<file path="src/rtl/fwd_pkg.sv">
// Shared types for the forwarding / hazard unit: writeback source
// encodings, the history entry layout and default sizing.
package fwd_pkg;

    localparam int FWD_NR_READ       = 2;
    localparam int FWD_DEPTH         = 3;
    localparam int FWD_REGADDR_WIDTH = 5;
    localparam int FWD_DATA_WIDTH    = 32;

    typedef enum logic [1:0] {
        WB_SRC_NONE = 2'd0,
        WB_SRC_ALU  = 2'd1,
        WB_SRC_MEM  = 2'd2,
        WB_SRC_MUL  = 2'd3
    } wb_src_e;

    typedef struct packed {
        logic                         valid;
        logic [FWD_REGADDR_WIDTH-1:0] addr;
        wb_src_e                      src;
        logic                         ready;
        logic [FWD_DATA_WIDTH-1:0]    data;
    } fwd_entry_t;

    // Only long-latency writers can be waiting on a completion.
    function automatic logic is_pending(fwd_entry_t e);
        return e.valid && !e.ready &&
               (e.src == WB_SRC_MEM || e.src == WB_SRC_MUL);
    endfunction

endpackage

</file>
<file path="src/rtl/fwd_hazard_unit_lookup.sv">
// Per-port operand resolver: newest matching in-flight writer wins,
// a matching writer still waiting on its completion raises a stall.
module fwd_lookup
    import fwd_pkg::*;
#(
    parameter int DEPTH         = FWD_DEPTH,
    parameter int REGADDR_WIDTH = FWD_REGADDR_WIDTH,
    parameter int DATA_WIDTH    = FWD_DATA_WIDTH
) (
    input  fwd_entry_t             entries [DEPTH],
    input  logic [REGADDR_WIDTH-1:0] rd_addr,
    input  logic [DATA_WIDTH-1:0]  rd_regdata,
    output logic [DATA_WIDTH-1:0]  fwd_data,
    output logic                   stall
);

    // Walk oldest to newest so the newest match is the last write.
    always_comb begin
        fwd_data = rd_regdata;
        stall    = 1'b0;
        for (int i = DEPTH - 1; i >= 0; i--) begin
            if (rd_addr != '0 && entries[i].valid &&
                entries[i].addr == rd_addr) begin
                stall    = is_pending(entries[i]);
                fwd_data = entries[i].ready ? entries[i].data : rd_regdata;
            end
        end
    end

endmodule

</file>
<file path="src/rtl/fwd_hazard_unit.sv">
// In-flight writer history with newest-match forwarding, load-use and
// multi-cycle stalls, in-order completion fill and regfile retire port.
module fwd_hazard_unit
    import fwd_pkg::*;
#(
    parameter int NR_READ       = FWD_NR_READ,
    parameter int DEPTH         = FWD_DEPTH,
    parameter int REGADDR_WIDTH = FWD_REGADDR_WIDTH,
    parameter int DATA_WIDTH    = FWD_DATA_WIDTH
) (
    input  logic                             clk,
    input  logic                             rst_n,
    input  logic                             issue_valid,
    input  logic [REGADDR_WIDTH-1:0]         issue_addr,
    input  logic [1:0]                       issue_src,
    input  logic [DATA_WIDTH-1:0]            issue_data,
    input  logic                             fill_valid,
    input  logic [DATA_WIDTH-1:0]            fill_data,
    input  logic [NR_READ*REGADDR_WIDTH-1:0] rd_addr,
    input  logic [NR_READ*DATA_WIDTH-1:0]    rd_regdata,
    output logic [NR_READ*DATA_WIDTH-1:0]    fwd_data,
    output logic                             hazard_stall,
    output logic                             pipe_freeze,
    output logic                             wb_en,
    output logic [REGADDR_WIDTH-1:0]         wb_addr,
    output logic [DATA_WIDTH-1:0]            wb_data,
    output logic [31:0]                      stall_cycles
);

    fwd_entry_t         hist [DEPTH];
    fwd_entry_t         cur  [DEPTH];
    fwd_entry_t         incoming;
    logic [DEPTH-1:0]   fill_hit;
    logic [NR_READ-1:0] port_stall;

    always_comb begin
        incoming = '0;
        if (issue_valid && issue_src != WB_SRC_NONE && issue_addr != '0) begin
            incoming.valid = 1'b1;
            incoming.addr  = issue_addr;
            incoming.src   = wb_src_e'(issue_src);
            incoming.ready = (issue_src == WB_SRC_ALU);
            incoming.data  = (issue_src == WB_SRC_ALU) ? issue_data : '0;
        end
    end

    // Completions arrive in order: target the oldest pending entry.
    always_comb begin
        fill_hit = '0;
        for (int i = 0; i < DEPTH; i++) begin
            if (fill_valid && is_pending(hist[i])) begin
                fill_hit    = '0;
                fill_hit[i] = 1'b1;
            end
        end
    end

    // History as seen this cycle, with the fill already applied.
    always_comb begin
        for (int i = 0; i < DEPTH; i++) begin
            cur[i] = hist[i];
            if (fill_hit[i]) begin
                cur[i].ready = 1'b1;
                cur[i].data  = fill_data;
            end
        end
    end

    assign pipe_freeze  = is_pending(cur[DEPTH-1]);
    assign hazard_stall = (|port_stall) | pipe_freeze;

    for (genvar p = 0; p < NR_READ; p++) begin : g_port
        fwd_lookup #(
            .DEPTH        (DEPTH),
            .REGADDR_WIDTH(REGADDR_WIDTH),
            .DATA_WIDTH   (DATA_WIDTH)
        ) u_lookup (
            .entries   (cur),
            .rd_addr   (rd_addr[p*REGADDR_WIDTH +: REGADDR_WIDTH]),
            .rd_regdata(rd_regdata[p*DATA_WIDTH +: DATA_WIDTH]),
            .fwd_data  (fwd_data[p*DATA_WIDTH +: DATA_WIDTH]),
            .stall     (port_stall[p])
        );
    end

    always_ff @(posedge clk or negedge rst_n) begin
        if (!rst_n) begin
            for (int i = 0; i < DEPTH; i++) hist[i] <= '0;
            wb_en   <= 1'b0;
            wb_addr <= '0;
            wb_data <= '0;
        end else if (pipe_freeze) begin
            for (int i = 0; i < DEPTH; i++) hist[i] <= cur[i];
            wb_en <= 1'b0;
        end else begin
            hist[0] <= incoming;
            for (int i = 1; i < DEPTH; i++) hist[i] <= cur[i-1];
            wb_en   <= cur[DEPTH-1].valid;
            wb_addr <= cur[DEPTH-1].addr;
            wb_data <= cur[DEPTH-1].data;
        end
    end

    always_ff @(posedge clk or negedge rst_n) begin
        if (!rst_n) begin
            stall_cycles <= '0;
        end else if (hazard_stall && stall_cycles != '1) begin
            stall_cycles <= stall_cycles + 32'd1;
        end
    end

endmodule

</file>
<file path="config.mk">
export PLATFORM = sky130hd
export DESIGN_NAME = fwd_hazard_unit
export DESIGN_NICKNAME = d
export VERILOG_FILES = /design/src/rtl/fwd_pkg.sv /design/src/rtl/fwd_hazard_unit_lookup.sv /design/src/rtl/fwd_hazard_unit.sv
export SDC_FILE = /design/constraint.sdc
export NUM_CORES = 1
export LEC_CHECK = 0
export ABC_CLOCK_PERIOD_IN_PS = 3150
export BUFFER_PORTS_ARGS = -buffer_cell sky130_fd_sc_hd__buf_2
export CORE_MARGIN = 2
export CORE_UTILIZATION = 35
export CTS_BUF_LIST = sky130_fd_sc_hd__clkbuf_16
export DETAILED_ROUTE_END_ITERATION = 6
export HOLD_SLACK_MARGIN = 0.1
export PLACE_DENSITY = 0.68
export SLEW_MARGIN = 30
export SYNTH_ARGS = -nofsm -noshare
export SYNTH_HDL_FRONTEND = slang
export SYNTH_SLANG_ARGS = --single-unit
export TNS_END_PERCENT = 50
</file>
<file path="constraint.sdc">
create_clock -name clk -period 3.15 [get_ports clk]
set_clock_uncertainty 0.15 [all_clocks]
set_input_delay 0.315 -clock clk [delete_from_list [all_inputs] [get_ports clk]]
set_output_delay 0.315 -clock clk [all_outputs]
set_load 0.01 [all_outputs]
</file>
* After elaboration in Yosys (flattened, before gate mapping)
Index checks and enable logic that the tools add are counted.
** Operators by class
- Add/sub/neg operators :: 1
- Eq/ne operators :: 14
- Multiplexer cells :: 28
- Bitwise operators :: 1
- Reduce and logical (&&, ||, !) cells :: 44
** Operators by type and width (number)
- 32-bit 2-to-1 mux :: 13
- 115-bit 2-to-1 mux :: 1
- 33-bit 2-to-1 mux :: 3
- 41-bit 2-to-1 mux :: 1
- 32-bit by 1-bit adder with 32-bit output (second input constant) :: 1
- 32-bit inequality test (second input constant) :: 1
- 5-bit == test :: 6
- 1-bit logical AND :: 30
- 5-bit nonzero test :: 3
- 2-bit == test (second input constant) :: 6
- 1-bit 2-to-1 mux :: 8
- 1-bit logical NOT :: 6
- 1-bit logical OR :: 3
- 3-bit 2-to-1 mux :: 1
- 2-bit by 1-bit == test with 1-bit output (second input constant) :: 1
- 2-bit 2-to-1 mux :: 1
- 2-bit nonzero test :: 1
- 2-bit OR reduction :: 1
- 1-bit OR :: 1
** Storage, ports and cells
- Register bits after elaboration :: 193
- Bits of input ports :: 149
- Output and inout port bits :: 136
- Logic and storage cells :: 107

* Logic depth before layout (Yosys ltp)
Gate-level depths: netlist (run 1).
- Depth after elaboration :: 17
- Mapped depth :: 11
- Depth with buffers taken out :: 9

* Modules after synthesis
From an unflattened synthesis (run 1), not the netlist that was laid out.
** Unflattened totals
- Cells, all modules :: 1417
- Area, all modules :: 13028.7 µm²
** Modules (own cells, without submodules)
- fwd_hazard_unit :: instances 1, cells each 825, area an instance 8729.6 µm², sequential area each 4829.6 µm²
- fwd_lookup :: instances 2, cells each 296, area an instance 2149.6 µm², sequential area each 0.0 µm²

* Worst setup path before layout (run 1)
Ideal clock, no wire load.
- Kind :: flip-flop to flip-flop
- Start point :: register stall_cycles[0]
- End point :: register stall_cycles[5]
- Library setup time :: 0.128 ns
- Data arrival time :: 2.408 ns
- Data required time :: 2.872 ns
- Setup slack :: 0.463 ns
- Cell stages (with the launch flop) :: 12
- Path buffers :: 2
- Clock period less this slack :: 2.687 ns
- Path through :: dfrtp_1 -> ha_1 -> and3_1 -> nor2b_1 -> nand3_1 -> nor4_1 -> nand3_1 -> and2_1 -> buf_4 -> buf_6 -> and3_1 -> xor2_1
** On the way
- Word-level cells in the longest chain between the ends :: 2
- Elaborated cells between the ends (all ways) :: 3
- Those cells by class :: add/sub: 1; eq/ne: 1; reduce/logical: 1
** RTL lines
- from (decl) :: line fwd_hazard_unit.sv:27 : output logic [31:0] stall_cycles
- from (signal assigned) :: line fwd_hazard_unit.sv:108 : stall_cycles <= stall_cycles + 32'd1;
- branches (longest 2 deep; another with 32-bit by 1-bit adder with 32-bit output)
Several ways; the timed one is not identified.
A chain may end at the register's enable or synchronous reset.

* Final worst setup path (run 1)
- Start point :: register hist, in the netlist cur[35]
- End point :: output fwd_data[19]
** On the way
- Word-level cells in the longest chain between the ends :: 5
** RTL lines
- from (decl) :: line fwd_hazard_unit.sv:30 : fwd_entry_t hist [DEPTH];
- 5-bit == test :: line fwd_hazard_unit_lookup.sv:23 : entries[i].addr == rd_addr) begin
- 1-bit logical AND :: line fwd_hazard_unit_lookup.sv:22 : if (rd_addr != '0 && entries[i].valid &&
- 32-bit 2-to-1 mux (3 in series) :: line fwd_hazard_unit_lookup.sv:22
- to (decl) :: line fwd_hazard_unit.sv:21 : output logic [NR_READ*DATA_WIDTH-1:0] fwd_data,
No other way between the ends.

==> results of run 1 <==
-- where the power goes --
part | total (uW) | switching [uW] | internal [uW]
sequential | 2800 | 160 | 2640
combinational | 1410 | 831 | 583
clock | 2090 | 1070 | 1020
total | 6310 | 2060 | 4240
-- flip-flops by register name (all words and copies together) (netlist names) --
register and count:
hist 99, wb_addr 5, stall_cycles 32, wb_data 32
cur 21, wb_en 1
-- per-stage QoR --
step | hold WS, ps | worst slack (ps) | cells | util (%) | TNS (ps)
2_1_floorplan | -131 | 463 | 1621 | - | 0
3_3_place_gp | 235 | 180 | 2280 | 41.6 | 0
3_5_place_dp | 238 | 146 | 2280 | 41.6 | 0
4_1_cts | 168 | -49.3 | 2430 | 46.9 | -344
5_1_grt | 209 | -122 | 2457 | 48.5 | -469
6_report | 186 | -12.2 | 2459 | 48.5 | -12.2
-- cell usage in the layout, fill, tap and decap left out, types with 24 or more instances in the layout --
cell,n
a32oi_1,45
nor3_1,66
xnor2_1,42
inv_1,62
buf_4,49
a21oi_1,95
buf_2,281
dlygate4sd3_1,104
and3_1,24
o21ai_1,46
o21ai_0,224
dfrtp_1,183
nand2b_1,40
a31oi_1,32
nand2_1,223
nor2_1,193
mux2i_1,64
-- worst paths after layout --
kind,from,to,slack (ps)
max in group asynchronous,rst_n,hist[3],1730
max reg2reg,cur[40],hist[109],120
min reg2reg,wb_addr[2],wb_addr[2],320
max,cur[35],fwd_data[19],-10
min,fill_valid,hist[31],190
min in group asynchronous,rst_n,wb_data[17],300
-- metal layers --
| layer | vias to the layer above | track usage (%) | share of wire (%) |
|---|---|---|---|
| met2 | 744 | 40.2 | 47 |
| met1 | 6821 | 33.5 | 41 |
| li1 | 6372 | - | - |
| met4 | 2 | 12.8 | 3.6 |
| met5 | - | 0 | 0.020 |
| met3 | 145 | 4.34 | 8.4 |
-- cells by family after synthesis --
| kind of cell | count (synthesis) | share of synthesized area (%) |
|---|---|---|
| simple gates | 624 | 22.5 |
| compound gates | 492 | 22.8 |
| flops | 190 | 38.9 |
| buf+inv | 188 | 5.98 |
| mux | 65 | 5.34 |
| xor+xnor | 61 | 4.37 |
| fa+ha+maj | 1 | 0.102 |
-- area by class of cell --
class,count,area [um2]
clock buffers,17,425
inverters,62,233
flip-flops and latches,190,4770
multi-input cells,1243,7030
clock inverters,15,113
well taps,455,569
diodes,5,12.5
repair buffers,472,3550
fillers,3376,17800
-- critical path: stages (launching register included) --
cell and delay (ps):
dfrtp_2 430, xor2_1 150, or4_4 500, nor4_4 150, buf_6 220, buf_12 140
clkbuf_16 150, nand2_1 70, o21ai_0 140, o21ai_0 120, buf_2 150
-- what timing repair did --
action                                 CTS  global route
endpoints found under the hold margin  138             0
hold buffers                           104             0
setup endpoints to repair               64            69
resized for setup                       32            93
gates cloned                             3             5
pin swaps                                8            17
setup buffers                           11            18
==> results.toml, run 1 <==
[cts]
clkLatencyLatePin_ps = 460
tritoncts = "built"
h-tree-depth = 4
clk_pin_slew_ps = 80
cts_root_buf = "clkbuf_16"
cts_made_buffers = 17
cts_sinks = 190
cts_buffer_depth = 2

[floorplanning]
start_util_pct = 35.5
die_w_um = 191
io_pins = 285
num_rows = 68
fp.dieH_um = 191
die-area_mm2 = 0.0364
core-area_mm2 = 0.0345

[routing]
final_antenna_net_count = 0
dr.pass1.iters = 7
vias = 14100
routed_wl_um = 49400
initialDrtViolationCount = 1405
drc = 1
wl_per_cell_um = 20.1
vias_per_cell = 5.73

[layout]
fin_nets = 2136
design_area_mm2 = 0.0167
area_growth_pct = 36.8
layout-drive-gt1-share_pct = 23.7

[placed_design]
gp_congestion = 0.926
dp_hpwl_um = 30200
numPortBuffers = 284
placed_area_mm2 = 0.0143

[logic_synthesis]
yosys.area.top_type = "dfrtp_1"
post_synth.cell_area_avg_um2 = 7.54
synthArstFlopShare_pct = 100
synth_cells = 1621
synth_area_mm2 = 0.0122
synthTopCellsByCount = "o21ai_0 (266), nand2_1 (229), nor2_1 (205)"
synthFlopType = "dfrtp_1"
ys_ff_latch = 190
yosysWarnings = 0
syn_nets = 1771
yosysSeqAreaShare_pct = 38.9
synth_area_leaders = "dfrtp_1 (39%), o21ai_0 (11%), nand2_1 (7.0%)"
synth_edf_count = 0
netlist.area_leader.share_pct = 38.9
synth_most_common_cell = "o21ai_0"
netlist-cell-type-count = 48

[grt]
antenna_found_initial = 5
grt_pass1_wl_um = 72500
grt_max_degree = 99
grt_usage_pct = 25.4
overflow = 0
grt_pass1_vias = 13300

[run_status]
status = "complete, but fails checks"
violations = "design-rule violations, negative setup slack"

[worst_setup_path]
reg2reg_depth = 10
crit_type = "flip-flop to output port"
required_ps = 2680
path_max_fanout = 9
critical_path_arrival_ps = 2700
critical_path.endpoint_type = "output port"
start_kind = "flip-flop"

[pwr]
p_leak_uw = 0.00817
pwr_density_cell_mw_per_mm2 = 377
irDropWorstVdd_mv = 0.391
finalPower_uw = 6310

[timing]
grt_setup_unrepaired = "yes"
setup_viol = 1
fin_crit_sh_pct = 100
finalHoldViolations = 0
slew_viol_final = 0
min_period_ps = 3160
max_slew_margin_pct = 29.1
worst_pin_slew_ps = 1060
fmax_mhz = 316
layout_setup_ws_ps = -12.2

[run]
cap_violations = 0

[worst_hold_path]
hp-class = "input pin to flip-flop"
hold_path_depth = 3
(Power assumes the default switching activity.)
==> run 2: changes to the inputs <==
--- a/config.mk
+++ b/config.mk
@@ -11,5 +11,7 @@
 export CORE_UTILIZATION = 35
 export CTS_BUF_LIST = sky130_fd_sc_hd__clkbuf_16
+export CTS_CLUSTER_SIZE = 14
 export DETAILED_ROUTE_END_ITERATION = 6
+export GPL_ROUTABILITY_DRIVEN = 0
 export HOLD_SLACK_MARGIN = 0.1
 export PLACE_DENSITY = 0.68
==> constraint.sdc (replaced) <==
create_clock -name clk -period 3.15 [get_ports clk]
set_clock_uncertainty 0.15 [all_clocks]
set_input_delay 0.4725 -clock clk [delete_from_list [all_inputs] [get_ports clk]]
set_output_delay 0.4725 -clock clk [all_outputs]
set_load 0.01 [all_outputs]
==> run 2 against run 1 <==
The flow finishes with violations (negative setup slack). Hold slack worse by 67 ps. Combinational power about the same. Clock power is 2% lower. Die area unchanged.
==> results.toml, run 2 (synthesis gave the netlist of run 1 again) <==
[grt]
grt_pass1_wl_um = 72900
grt_pass1_vias = 13300
grt_max_degree = 99
overflow = 0
grt_usage_pct = 25.8
antenna_found_initial = 10

[timing]
fin_crit_sh_pct = 104
layout_setup_ws_ps = -112
fin_setup_tns_ps = -2540
fmax_mhz = 307
min_period_ps = 3260
grt_setup_unrepaired = "yes"
setup_viol = 57
worst_pin_slew_ps = 910
slew_viol_final = 0
max_slew_margin_pct = 39.3
timing.hold.ws_ps = 118
finalHoldViolations = 0

[worst_setup_path]
crit_type = "flip-flop to output port"
slowest_stage = "or4_4"
path_max_fanout = 7
slowest_delay_ps = 490
path_cells = "xnor2_2 -> nand4_1 -> or4_4 -> and2_4 -> buf_12 -> a32oi_2 -> o21ai_1 -> buf_4 -> buf_2"
start_kind = "flip-flop"
required_ps = 2530
critical_path.endpoint_type = "output port"
critical_path_arrival_ps = 2640

[layout]
layout_commonest_cell = "buf_2"
top_regs = "hist: 99 flops, stall_cycles: 32 flops, wb_data: 32 flops"
layout-drive-gt1-share_pct = 28.9
n_fill_cell = 3222
fin_nets = 2104
area_growth_pct = 37.9
largest_register_ffs = 99
finalNonFillerCells = 2430
design_area_mm2 = 0.0169
final_cell_mix = "buf_2 (281), nand2_1 (216), o21ai_0 (191), nor2_1 (186), dfrtp_1 (184)"
top_register = "hist"

[routing]
wl_met2_um = 23000
dr_wl_met3_um = 4340
routed_wl_um = 49100
wl_per_cell_um = 20.2
dr.pass1.iters = 6
final_antenna_net_count = 0
drc = 0
initialDrtViolationCount = 1359
vias_per_cell = 5.71
vias = 13900
met1Wirelength_um = 19900
top_layer = "met5"

[floorplanning]
fp.dieH_um = 191
die_w_um = 191
core-area_mm2 = 0.0345
num_rows = 68
die-area_mm2 = 0.0364
io_pins = 285
start_util_pct = 35.5

[placed_design]
placed_area_mm2 = 0.0147
post-place-cells = 2315
numPortBuffers = 284
dp_hpwl_um = 31100

[cts]
clkLatencyLatePin_ps = 450
cts_root_buf = "clkbuf_16"
clk_pin_slew_ps = 70
cts_buffer_depth = 2
h-tree-depth = 4
tritoncts = "built"
cts_sinks = 190
cts_made_buffers = 17

[pwr]
irDropWorstVdd_mv = 0.379
p_leak_uw = 0.00814
pwr_density_cell_mw_per_mm2 = 373
finalPower_uw = 6290

[run]
cap_violations = 0

[run_status]
violations = "negative setup slack"
status = "complete, but fails checks"

[worst_hold_path]
hp-class = "input pin to flip-flop"
-- run 2: changes by cell type in the layout (fill, tap and decap cells not counted), moves of 11 or more --
cell / previous run / this run
buf_4: 49 / 70
dlygate4sd3_1: 104 / 32
a32oi_1: 45 / 23
o21ai_1: 46 / 65
o21ai_2: 4 / 15
buf_12: 21 / 32
a32oi_2: 3 / 25
o21ai_0: 224 / 191
-- run 2: through the flow --
step | setup WS [ps] | utilization [%]
after detailed placement | -272 | 42.7
after CTS | -193 | 47.1
after global routing | -201 | 48.9
after global placement | -275 | 42.7
after floorplan | 153 | -
final | -112 | 48.9
-- run 2: path summary, 6_finish.rpt --
kind	from	end	slack, ps	depth (start not counted)
worst max register to register	stall_cycles[0]	stall_cycles[3]	210	10
worst min-delay path	issue_addr[2]	cur[119]	120	2
worst min register to register	wb_addr[3]	wb_addr[3]	310	2
min in group asynchronous	rst_n	wb_data[16]	470	2
worst max-delay path	cur[119]	fwd_data[33]	-110	9
max in group asynchronous	rst_n	hist[25]	1520	3
-- run 2: area by class of cell --
cell class                      count  area, um2  share of cell area, %
Tap cell                          455        569                   3.38
Sequential cell                   190       4760                   28.3
Inverter                           62        233                   1.38
Antenna cell                        8       20.0                  0.119
Timing Repair Buffer              439       3350                   19.9
Multi-Input combinational cell   1244       7390                   43.9
Clock inverter                     15       98.8                  0.587
Clock buffer                       17        425                   2.52
-- run 2: critical path: cells and delay by family, from the launching register on --
kind | cells | cell delay, ps
xor+xnor | 1 | 140
compound gates | 2 | 260
flops | 1 | 450
simple gates | 3 | 880
buf+inv | 3 | 450
-- run 2: where the power goes --
group	internal, uW	switching [uW]
sequential	2640	153
clock	1010	1050
combinational	588	854
-- run 2: what timing repair did --
| action | CTS | global route |
|---|---|---|
| endpoints found under the hold margin | 119 | 0 |
| buffers inserted | 28 | 8 |
| hold buffers | 32 | 0 |
| endpoints found under the setup margin | 65 | 65 |
| pin swaps | 11 | 28 |
| resized for setup | 113 | 130 |
| cloned | 10 | 4 |
-- run 2: per-layer routing --
| metal | global-route usage (%) | up-vias |
|---|---|---|
| met5 | 0 | - |
| met4 | 11.0 | 4 |
| met3 | 5.28 | 155 |
| met2 | 41.2 | 807 |
| met1 | 33.6 | 6610 |
| li1 | - | 6307 |
==> run 3: changes to the inputs <==
- ABC_CLOCK_PERIOD_IN_PS: 3150 -> 3400
- clock period: 3.15 -> 3.4 ns (I/O delays scaled with it)
==> run 3 against run 2 <==
The run now ends clean. Critical path depth fell by 1. Via count fell by 4.1%. Setup slack improved by 170 ps. Largest cell class unchanged.
==> results.toml, run 3 (synthesis gave the netlist of run 1 again) <==
[routing]
vias = 13300
routed_wl_um = 45900
dr.pass1.iters = 6
drc = 0
initialDrtViolationCount = 1415
vias_per_cell = 5.63
wl_per_cell_um = 19.4
final_antenna_net_count = 0

[floorplanning]
num_rows = 68
io_pins = 285
start_util_pct = 35.5
core-area_mm2 = 0.0345
die-area_mm2 = 0.0364
die_w_um = 191
fp.dieH_um = 191

[timing]
grt_setup_unrepaired = "yes"
fin_setup_tns_ps = 0
setup_viol = 0
worst_pin_slew_ps = 1050
min_period_ps = 3340
fmax_mhz = 299
layout_setup_ws_ps = 57.3
fin_crit_sh_pct = 98.3
finalHoldViolations = 0
slew_viol_final = 0
max_slew_margin_pct = 30.0

[grt]
grt_max_degree = 99
grt_pass1_vias = 12700
overflow = 0
antenna_found_initial = 11
grt_usage_pct = 24.7
grt_pass1_wl_um = 69800

[worst_setup_path]
start_kind = "flip-flop"
crit_type = "flip-flop to output port"
critical_path_arrival_ps = 2680
critical_path.endpoint_type = "output port"
reg2reg_depth = 11
required_ps = 2740
path_max_fanout = 64

[run_status]
status = "finished, final reports clean"

[cts]
tritoncts = "built"
clkLatencyLatePin_ps = 450
h-tree-depth = 4
cts_buffer_depth = 2
clk_pin_slew_ps = 70
cts_root_buf = "clkbuf_16"
cts_sinks = 190
cts_made_buffers = 17

[layout]
regArea_mm2 = 0.00476
largest_register_ffs = 99
layout_commonest_cell = "buf_2"
layout-drive-gt1-share_pct = 22.7
fin_util_pct = 45.2
fin_nets = 2037
design_area_mm2 = 0.0156
final_cell_mix = "buf_2 (283), o21ai_0 (256), nand2_1 (228), nor2_1 (198), dfrtp_1 (184)"
top_regs = "hist: 99 flops, stall_cycles: 32 flops, wb_data: 32 flops"
top_register = "hist"
multi_input_area_mm2 = 0.00690
n_fill_cell = 3416
area_growth_pct = 27.5

[pwr]
irDropWorstVdd_mv = 0.381
p_leak_uw = 0.00764
pwr_density_cell_mw_per_mm2 = 379
finalPower_uw = 5900

[worst_hold_path]
hold_path_depth = 3
hp-class = "input pin to flip-flop"

[placed_design]
placed_area_mm2 = 0.0144
pre_cts_ws_ps = -27.4
numPortBuffers = 284
dp_hpwl_um = 30300

[run]
cap_violations = 0
run 3: timing repair:
action	in CTS	in global routing
gates resized for setup	16	29
endpoints found under the setup margin	62	45
gates cloned	2	2
endpoints found under the hold margin	90	0
hold buffers	9	0
buffers inserted	15	6
pin swaps	5	8
run 3: per-layer routing:
| layer | global-route usage (%) | wire length [um] | vias to the layer above |
|---|---|---|---|
| met5 | 0 | 31 | - |
| li1 | - | - | 6177 |
| met4 | 11.1 | 1570 | 6 |
| met1 | 32.8 | 19600 | 6325 |
| met2 | 38.6 | 20900 | 699 |
| met3 | 4.93 | 3790 | 107 |
run 3: through the flow:
stage                     hold WS (ps)  std cells
after floorplan                   64.4       1621
after global placement             300       2288
after detailed placement           306       2289
after CTS                          102       2347
after global routing               127       2362
final                              128       2364
run 3: worst max-delay path, stage by stage, from the launching register on:
cell	delay, ps
dfrtp_1	380
nand4b_1	190
nand2b_1	90
nand2_1	180
nor4_4	350
buf_12	330
o21ai_0	110
o21ai_0	380
buf_2	220
run 3: final timing paths:
kind / slack, ps / startpoint / endpoint
max: 60 / hist[32] / fwd_data[36]
min: 130 / issue_data[10] / hist[92]
max reg2reg: 430 / stall_cycles[0] / stall_cycles[3]
min reg2reg: 310 / wb_addr[1] / wb_addr[1]
max in group asynchronous: 1700 / rst_n / stall_cycles[26]
min in group asynchronous: 550 / rst_n / wb_data[18]
run 3: final cells by class:
| type | instances | area share (%) |
|---|---|---|
| Antenna cell | 9 | 0.145 |
| Clock buffer | 17 | 2.73 |
| Clock inverter | 15 | 1.09 |
| Inverter | 62 | 1.49 |
| Multi-Input combinational cell | 1243 | 44.3 |
| Sequential cell | 190 | 30.6 |
| Tap cell | 455 | 3.66 |
| Timing Repair Buffer | 373 | 16.0 |
run 3: report_power, final:
part	switching [uW]	leakage [uW]	internal, uW
Sequential	142	0.00256	2450
Clock	948	0.000295	1160
Combinational	732	0.00479	472
Total	1820	0.00764	4080
